File: config.mk
export PLATFORM = sky130hd
export DESIGN_NAME = async_handshake_tx_flat
export DESIGN_NICKNAME = d
export VERILOG_FILES = /design/src/rtl/async_handshake_tx_pkg.sv /design/src/rtl/async_handshake_tx_if.sv /design/src/rtl/async_handshake_tx_sync_chain.sv /design/src/rtl/async_handshake_tx.sv /design/src/flat_wrapper.sv
export SDC_FILE = /design/constraint.sdc
export NUM_CORES = 1
export LEC_CHECK = 0
export BUFFER_PORTS_ARGS = -buffer_cell sky130_fd_sc_hd__buf_2
export CAP_MARGIN = 20
export CELL_PAD_IN_SITES_DETAIL_PLACEMENT = 0
export CELL_PAD_IN_SITES_GLOBAL_PLACEMENT = 2
export CORE_ASPECT_RATIO = 0.75
export CORE_MARGIN = 8
export CORE_UTILIZATION = 31
export CTS_CLUSTER_DIAMETER = 150
export DETAILED_ROUTE_END_ITERATION = 7
export GPL_TIMING_DRIVEN = 0
export PLACE_DENSITY = 0.86
export SLEW_MARGIN = 20
export SYNTH_ARGS = -nofsm -noshare
export SYNTH_HDL_FRONTEND = slang
export SYNTH_SLANG_ARGS = --single-unit
File: constraint.sdc
create_clock -name clk -period 1.74 [get_ports clk]
set_input_delay 0.174 -clock clk [delete_from_list [all_inputs] [get_ports clk]]
set_output_delay 0.174 -clock clk [all_outputs]
set_load 0.005 [all_outputs]
File: src/rtl/async_handshake_tx_pkg.sv
// Shared types and default sizing for the four-phase bundled-data initiator.
package async_handshake_tx_pkg;

   localparam int unsigned DefDw         = 8;
   localparam int unsigned DefSyncStages = 2;
   localparam int unsigned DefTimeout    = 255;

   typedef enum logic [1:0] {
      StIdle,
      StSetup,
      StReqHi,
      StReqLo
   } hs_state_e;

endpackage

File: src/rtl/async_handshake_tx_if.sv
// Local word interface plus the bundled-data request/acknowledge pair.
interface async_handshake_tx_if
   import async_handshake_tx_pkg::*;
#(
   parameter int unsigned DW = DefDw
) ();

   logic          tx_valid;
   logic [DW-1:0] tx_data;
   logic          tx_ready;
   logic [DW-1:0] data_out;
   logic          req_out;
   logic          ack_in;
   logic          busy;
   logic          timeout_err;

   // Seen from the initiator block.
   modport slave (
      input  tx_valid,
      input  tx_data,
      input  ack_in,
      output tx_ready,
      output data_out,
      output req_out,
      output busy,
      output timeout_err
   );

   // Seen from the local producer and the remote receiver.
   modport master (
      output tx_valid,
      output tx_data,
      output ack_in,
      input  tx_ready,
      input  data_out,
      input  req_out,
      input  busy,
      input  timeout_err
   );

endinterface

File: src/rtl/async_handshake_tx_sync_chain.sv
// Multi-flop synchronizer for a single asynchronous bit, cleared by synchronous reset.
module async_handshake_tx_sync_chain
   import async_handshake_tx_pkg::*;
#(
   parameter int unsigned STAGES = DefSyncStages
) (
   input  logic clk,
   input  logic rst,
   input  logic d_i,
   output logic q_o
);

   logic [STAGES-1:0] sync_q;

   always_ff @(posedge clk) begin
      if (rst) begin
         sync_q <= '0;
      end else begin
         sync_q <= {sync_q[STAGES-2:0], d_i};
      end
   end

   assign q_o = sync_q[STAGES-1];

endmodule

File: src/rtl/async_handshake_tx.sv
// Four-phase return-to-zero initiator: latches a local word, drives req, and
// tracks the synchronized acknowledge with a per-phase timeout.
module async_handshake_tx
   import async_handshake_tx_pkg::*;
#(
   parameter int unsigned DW          = DefDw,
   parameter int unsigned SYNC_STAGES = DefSyncStages,
   parameter int unsigned TIMEOUT     = DefTimeout
) (
   input logic                 clk,
   input logic                 rst,
   async_handshake_tx_if.slave bus_io
);

   localparam int unsigned     TO_W    = $clog2(TIMEOUT + 1);
   localparam logic [TO_W-1:0] CntLast = TO_W'(TIMEOUT - 1);
   localparam logic [TO_W-1:0] CntMax  = TO_W'(TIMEOUT);

   hs_state_e       state_q, state_d;
   logic [DW-1:0]   data_q, data_d;
   logic            req_q, req_d;
   logic [TO_W-1:0] cnt_q, cnt_d;
   logic            err_q, err_d;
   logic            ack_s;
   logic            tx_ready;

   async_handshake_tx_sync_chain #(
      .STAGES (SYNC_STAGES)
   ) u_ack_sync (
      .clk (clk),
      .rst (rst),
      .d_i (bus_io.ack_in),
      .q_o (ack_s)
   );

   // Hold off new words while the receiver still shows the previous ack.
   assign tx_ready = (state_q == StIdle) && !ack_s;

   always_comb begin
      state_d = state_q;
      data_d  = data_q;
      req_d   = req_q;
      cnt_d   = cnt_q;
      err_d   = 1'b0;

      if ((state_q == StReqHi || state_q == StReqLo) && cnt_q != CntMax) begin
         cnt_d = cnt_q + TO_W'(1);
      end

      unique case (state_q)
         StIdle: begin
            if (bus_io.tx_valid && tx_ready) begin
               data_d  = bus_io.tx_data;
               state_d = StSetup;
            end
         end
         StSetup: begin
            req_d   = 1'b1;
            cnt_d   = '0;
            state_d = StReqHi;
         end
         StReqHi: begin
            // Ack takes priority over a terminal count in the same cycle.
            if (ack_s) begin
               req_d   = 1'b0;
               cnt_d   = '0;
               state_d = StReqLo;
            end else if (cnt_q == CntLast) begin
               req_d   = 1'b0;
               err_d   = 1'b1;
               cnt_d   = '0;
               state_d = StReqLo;
            end
         end
         StReqLo: begin
            if (!ack_s) begin
               state_d = StIdle;
            end else if (cnt_q == CntLast) begin
               err_d   = 1'b1;
               state_d = StIdle;
            end
         end
         default: state_d = StIdle;
      endcase
   end

   always_ff @(posedge clk) begin
      if (rst) begin
         state_q <= StIdle;
         data_q  <= '0;
         req_q   <= 1'b0;
         cnt_q   <= '0;
         err_q   <= 1'b0;
      end else begin
         state_q <= state_d;
         data_q  <= data_d;
         req_q   <= req_d;
         cnt_q   <= cnt_d;
         err_q   <= err_d;
      end
   end

   assign bus_io.tx_ready    = tx_ready;
   assign bus_io.data_out    = data_q;
   assign bus_io.req_out     = req_q;
   assign bus_io.busy        = (state_q != StIdle);
   assign bus_io.timeout_err = err_q;

endmodule

File: src/flat_wrapper.sv
// flat-port wrapper written by rule: the top's interface ports become plain ports
module async_handshake_tx_flat import async_handshake_tx_pkg::*;
#(
   parameter int unsigned DW          = DefDw,
   parameter int unsigned SYNC_STAGES = DefSyncStages,
   parameter int unsigned TIMEOUT     = DefTimeout
)
  (clk, rst, bus_io_tx_valid, bus_io_tx_data, bus_io_ack_in, bus_io_tx_ready, bus_io_data_out, bus_io_req_out, bus_io_busy, bus_io_timeout_err);
  async_handshake_tx_if #(.DW(DW)) bus_io_i ();
  input logic clk;
  input logic rst;
  input wire logic [$bits(bus_io_i.tx_valid)-1:0] bus_io_tx_valid;
  input wire logic [$bits(bus_io_i.tx_data)-1:0] bus_io_tx_data;
  input wire logic [$bits(bus_io_i.ack_in)-1:0] bus_io_ack_in;
  output wire logic [$bits(bus_io_i.tx_ready)-1:0] bus_io_tx_ready;
  output wire logic [$bits(bus_io_i.data_out)-1:0] bus_io_data_out;
  output wire logic [$bits(bus_io_i.req_out)-1:0] bus_io_req_out;
  output wire logic [$bits(bus_io_i.busy)-1:0] bus_io_busy;
  output wire logic [$bits(bus_io_i.timeout_err)-1:0] bus_io_timeout_err;
  assign bus_io_i.tx_valid = bus_io_tx_valid;
  assign bus_io_i.tx_data = bus_io_tx_data;
  assign bus_io_i.ack_in = bus_io_ack_in;
  assign bus_io_tx_ready = bus_io_i.tx_ready;
  assign bus_io_data_out = bus_io_i.data_out;
  assign bus_io_req_out = bus_io_i.req_out;
  assign bus_io_busy = bus_io_i.busy;
  assign bus_io_timeout_err = bus_io_i.timeout_err;
  async_handshake_tx #(.DW(DW), .SYNC_STAGES(SYNC_STAGES), .TIMEOUT(TIMEOUT)) u_core (.clk(clk), .rst(rst), .bus_io(bus_io_i));
endmodule
# After elaboration in Yosys (flattened, before gate mapping)
# Index checks and enable logic that the tools add are counted.
# Widths: inputs -> output; s select.
# totals
inputBits,12
register_bits,22
# op_classes
n_mux,17
n_addsub,1
n_eq_ne,8
n_reduce_logical,11
# op_table
cell,count
$mux 8,3
$pmux 8 s2,1
$mux 2,5
$add 8x1->8 const B,1
$eq 8x8->1 const B,1
$ne 8x8->1 const B,1
$pmux 2 s4,1
$ne 3x3->1 const B,2
$mux 1,5
$eq 2x2->1 const B,2
$pmux 1 s2,2
$reduce_and 2->1,2
$reduce_bool 2->1,2
$logic_and 1x1->1,3
$reduce_and 3->1,1
$eq 2x1->1 const B,1
$logic_not 2->1,1
$ne 2x2->1 const B,1
$logic_not 1->1,1
$logic_or 1x1->1,1

# Logic depth before layout (Yosys ltp)
# depth
depth_word,7
depth_mapped,7
mapped_depth_nobuf,6

# Hierarchy
# Synthesis repeated with hierarchy kept, for this count alone.
# unflattened
cells_unflattened,112
area_unflattened_um2,1041.0
# by_module_without_submodules
module,area_per_inst_um2,n_inst,cells_each,seq_area_each_um2
async_handshake_tx,988.4,1,108,400.4
async_handshake_tx_sync_chain,52.6,1,4,40.0

# Worst setup path before layout
# Ideal clock, no wire load.
# synth_path
kind,register to register
startpoint,reg u_core.state_q[0]
endpoint,reg u_core.cnt_q[7]
path_stages_with_launch,7
slack_ns,0.169
setup_ns,0.070
synth_period_minus_slack_ns,1.571
arrival_time_ns,1.501
required_time_ns,1.670
cell_sequence,dfxtp_1 inv_1 ha_1 nor2_1 a21o_1 or4_1 a21oi_1
# synth_via
elab_chain_len,7
# synth_lines
element,line,source
"start, declared",async_handshake_tx.sv:19,"hs_state_e state_q, state_d;"
"start signal, assigned",async_handshake_tx.sv:89,state_q <= StIdle;
"start signal, assigned",async_handshake_tx.sv:95,state_q <= state_d;
$eq 2x2->1 (on tied branches),"async_handshake_tx.sv:46, async_handshake_tx.sv:50",
$logic_or 1x1->1,async_handshake_tx.sv:46,if ((state_q == StReqHi || state_q == StReqLo) && cnt_q != CntMax) begin
$logic_and 1x1->1,async_handshake_tx.sv:46,
$mux 8,async_handshake_tx.sv:46,
$mux 8,async_handshake_tx.sv:68,end else if (cnt_q == CntLast) begin
$mux 8,async_handshake_tx.sv:64,if (ack_s) begin
$pmux 8 s2 (*),async_handshake_tx.sv:50,unique case (state_q)
"end signal, assigned",async_handshake_tx.sv:98,cnt_q <= cnt_d;
"end, declared",async_handshake_tx.sv:22,"logic [TO_W-1:0] cnt_q, cnt_d;"
# Mark *: on every way between the ends. The rest lies on a longest branch, timed or not.
# A chain may end at the register's enable or synchronous reset.

# Worst setup path in the final report
# layout_path
startpoint,reg u_core.state_q[1]
endpoint,reg u_core.state_q[1]
# layout_via
elab_chain_len,5
# layout_lines
element,line,source
$logic_not 2->1,"async_handshake_tx.sv:37, async_handshake_tx.sv:50",
$logic_and 1x1->1,async_handshake_tx.sv:37,assign tx_ready = (state_q == StIdle) && !ack_s;
$logic_and 1x1->1,async_handshake_tx.sv:52,if (bus_io.tx_valid && tx_ready) begin
$ne 2x2->1 (no source line),--,
$reduce_and 3->1 (no source line),--,
# Several ways; a longest one is shown, not always the timed one.

==> flow_metrics.tcl <==
set metrics [dict create \
    synthFlopType "dfxtp_1" \
    finalCritPeriodShare 0.965 \
    ys_warn_count 0 \
    rsz0062_at_grt "yes" \
    synthesis.area_um2 1030 \
    crit_required_ps 1930 \
    synth_cell_type_count 34 \
    drt_iter0_drc 49 \
    num_rows 18 \
    cts_hold_buf 0 \
    ctsHtreeMaxLevel 1 \
    synth_cells 110 \
    power.share.switching 0.336 \
    synth-seq-cells 22 \
    hpwl_um 1680 \
    routed_wl_um 2220 \
    met2_length_um 1030 \
    critPathLaunch "u_core.state_q[1]$_SDFFE_PP0P_" \
    hp-class "input pin to flop" \
    switching_power_uw 537 \
    relSlewSlack 0.685 \
    final_common_cell "buf_2" \
    maxSlewViolCount 0 \
    tightest_slew_ps 472 \
    antenna_found_initial 0 \
    drtPass1Iterations 4 \
    die_x_um 82.5 \
    syn_to_final_growth_pct 22.7 \
    die-area_um2 5440 \
    ioPinCount 24 \
    coreArea_um2 3220 \
    grt_pass1_wl_um 3790 \
    syn_avg_cell_area_um2 9.35 \
    finClkSkew_ps 5.04 \
    r2r_start "u_core.state_q[1]$_SDFFE_PP0P_" \
    highest_layer "met4" \
    layout-drive-gt1-share 0.272 \
    r2r_end "u_core.state_q[1]$_SDFFE_PP0P_" \
    seqPwrFrac 0.403 \
    wl_met1_um 1120 \
    clk_latency_ps 260 \
    synth_nets 128 \
    grt_util_all_layers 0.0881 \
    synth_top_area_frac 0.428 \
    path_max_fanout 9 \
    ant_nets 0 \
    grt_max_degree 13 \
    clkTransAtPathRegs_ps 80 \
    critical_path_class "flop to flop" \
    grt.overflow.total 0 \
    post-route-util 0.392 \
    async_reset_ff_frac 0 \
    clock_power_share 0.229 \
    clk_path_buf_depth 2 \
    worstSetupEndpointType "flop" \
    intPower_mw 1.06 \
    worstRegToRegCells 7 \
    via_per_inst 4.75 \
    start_util 0.319 \
    setup_viol 0 \
    multi_input_area_um2 552 \
    ir_drop_mv 0.560 \
    grt_pass1_vias 808 \
    synth-edff-count 0 \
    die_height_um 65.9 \
    route.vias.total 836 \
    startpoint_type "flop" \
    hold-worst-slack_ps 119 \
    status "finished, final reports clean" \
    wl_met3_um 59 \
    layout.nets 155 \
    layout_common_cells "buf_2, dfxtp_1, nor2_1" \
    arrival_ps 1870 \
    drv_cap 0 \
    numCtsBuffers 3 \
    regArea_um2 442 \
    p_leak_nw 0.537 \
    synthTopCellsByArea "dfxtp_1, mux2i_1, ha_1" \
    pwr-share-comb 0.368 \
    synth-seq-area-share 0.428 \
    r2r_setup_slack_ps 60 \
    period_minus_slack_ps 1680 \
    antenna_cells 0 \
    timing_hold_violations_final 0 \
    synth.largest_area_cell "dfxtp_1" \
    place.gp.congestion 0.750 \
    power_density_nw_per_um2 1270 \
    drc 0 \
    portBuffers 23 \
    final.fill_count 322 \
    fmax_mhz 596 \
    cp-endpoint "u_core.state_q[1]$_SDFFE_PP0P_" \
    cts_sinks 22 \
    cts_tree "built" \
    cts_root_buf "clkbuf_8" \
    wl_per_cell_um 12.6 \
]
-- per-layer routing --
metal	GRT usage	up-vias
met2	0.139	12
met5	0	-
li1	-	436
met1	0.109	386
met4	0.0279	0
met3	0.0313	2
-- timing repair --
action / in CTS / in global routing
setup endpoints to repair: 1 / 5
cloned: 0 / 0
resized for setup: 1 / 4
buffers inserted: 0 / 0
endpoints found under the hold margin: 0 / 0
-- cells in the mapped netlist, types with 2 or more instances --
library cell	n
a21o_1	2
nor2b_1	3
nor2_1	18
a211oi_1	2
mux2i_1	10
a21oi_1	4
nand3_1	2
clkbuf_1	2
inv_1	6
ha_1	6
dfxtp_1	22
nand2_1	3
o21ai_0	6
xnor2_1	3
nand4_1	2
-- through the flow --
| stage | setup TNS [ps] | area [um2] | std cells | setup slack, ps | power (mW) |
|---|---|---|---|---|---|
| floorplan | 0 | 1030 | 110 | 169 | 1.04 |
| global placement | 0 | 1190 | 173 | 37.5 | 1.21 |
| detailed placement | 0 | 1190 | 173 | 21.4 | 1.22 |
| CTS | 0 | 1250 | 177 | 35.3 | 1.60 |
| global route | -52.8 | 1260 | 176 | -52.8 | 1.73 |
| finish | 0 | 1260 | 176 | 61.3 | 1.60 |
-- cell families (layout without fill, tap and decap cells) --
group,count (synthesis),count (layout),synth area share
flip-flops,22,22,0.428
XOR/XNOR,4,4,0.0341
multiplexers,10,10,0.0973
adder cells (fa/ha/maj),6,6,0.0730
AO/OA/AOI/OAI,20,20,0.125
buffers and inverters,10,36,0.0474
AND/OR/NAND/NOR,38,38,0.195
-- worst min-delay path by stage --
stage                   from                                      to  slack, ps  cells past startpoint
2_1_floorplan            rst  u_core.u_ack_sync.sync_q[0]$_SDFF_PP0_        250                      1
3_3_place_gp   bus_io_ack_in  u_core.u_ack_sync.sync_q[0]$_SDFF_PP0_        380                      2
3_5_place_dp   bus_io_ack_in  u_core.u_ack_sync.sync_q[0]$_SDFF_PP0_        390                      2
4_1_cts        bus_io_ack_in  u_core.u_ack_sync.sync_q[0]$_SDFF_PP0_        110                      2
5_1_grt        bus_io_ack_in  u_core.u_ack_sync.sync_q[0]$_SDFF_PP0_        120                      2
6_report       bus_io_ack_in  u_core.u_ack_sync.sync_q[0]$_SDFF_PP0_        120                      2
-- area by class of cell --
cell class                      count  area share
Multi-Input combinational cell     78       0.437
Clock buffer                        4      0.0436
Inverter                            6      0.0178
Tap cell                           40      0.0396
Sequential cell                    22       0.350
Timing Repair Buffer               23      0.0912
Buffer                              3      0.0208
-- worst max-delay path, cell delays in order, from the launching register on --
cell     delay, ps
dfxtp_2        360
inv_1           90
ha_1           180
and3b_1        180
buf_6          160
nor2_1          70
or3b_2         460
a21oi_1        130
-- power by group through the flow --
stage	sequential [mW]	clock (mW)	combinational [mW]
after floorplan	0.642	0	0.400
after global placement	0.643	0	0.563
after detailed placement	0.646	0	0.571
after CTS	0.635	0.383	0.578
after global routing	0.657	0.409	0.667
final	0.643	0.366	0.589
-- flip-flops by register name, indices dropped and copies added (netlist names) --
register and cells:
u_core.bus_io.data_out 8, u_core.bus_io.req_out 1, u_core.bus_io.timeout_err 1, u_core.cnt_q 8, u_core.state_q 2, u_core.u_ack_sync.sync_q 2
Note: power is estimated with default switching activity, not from simulation.
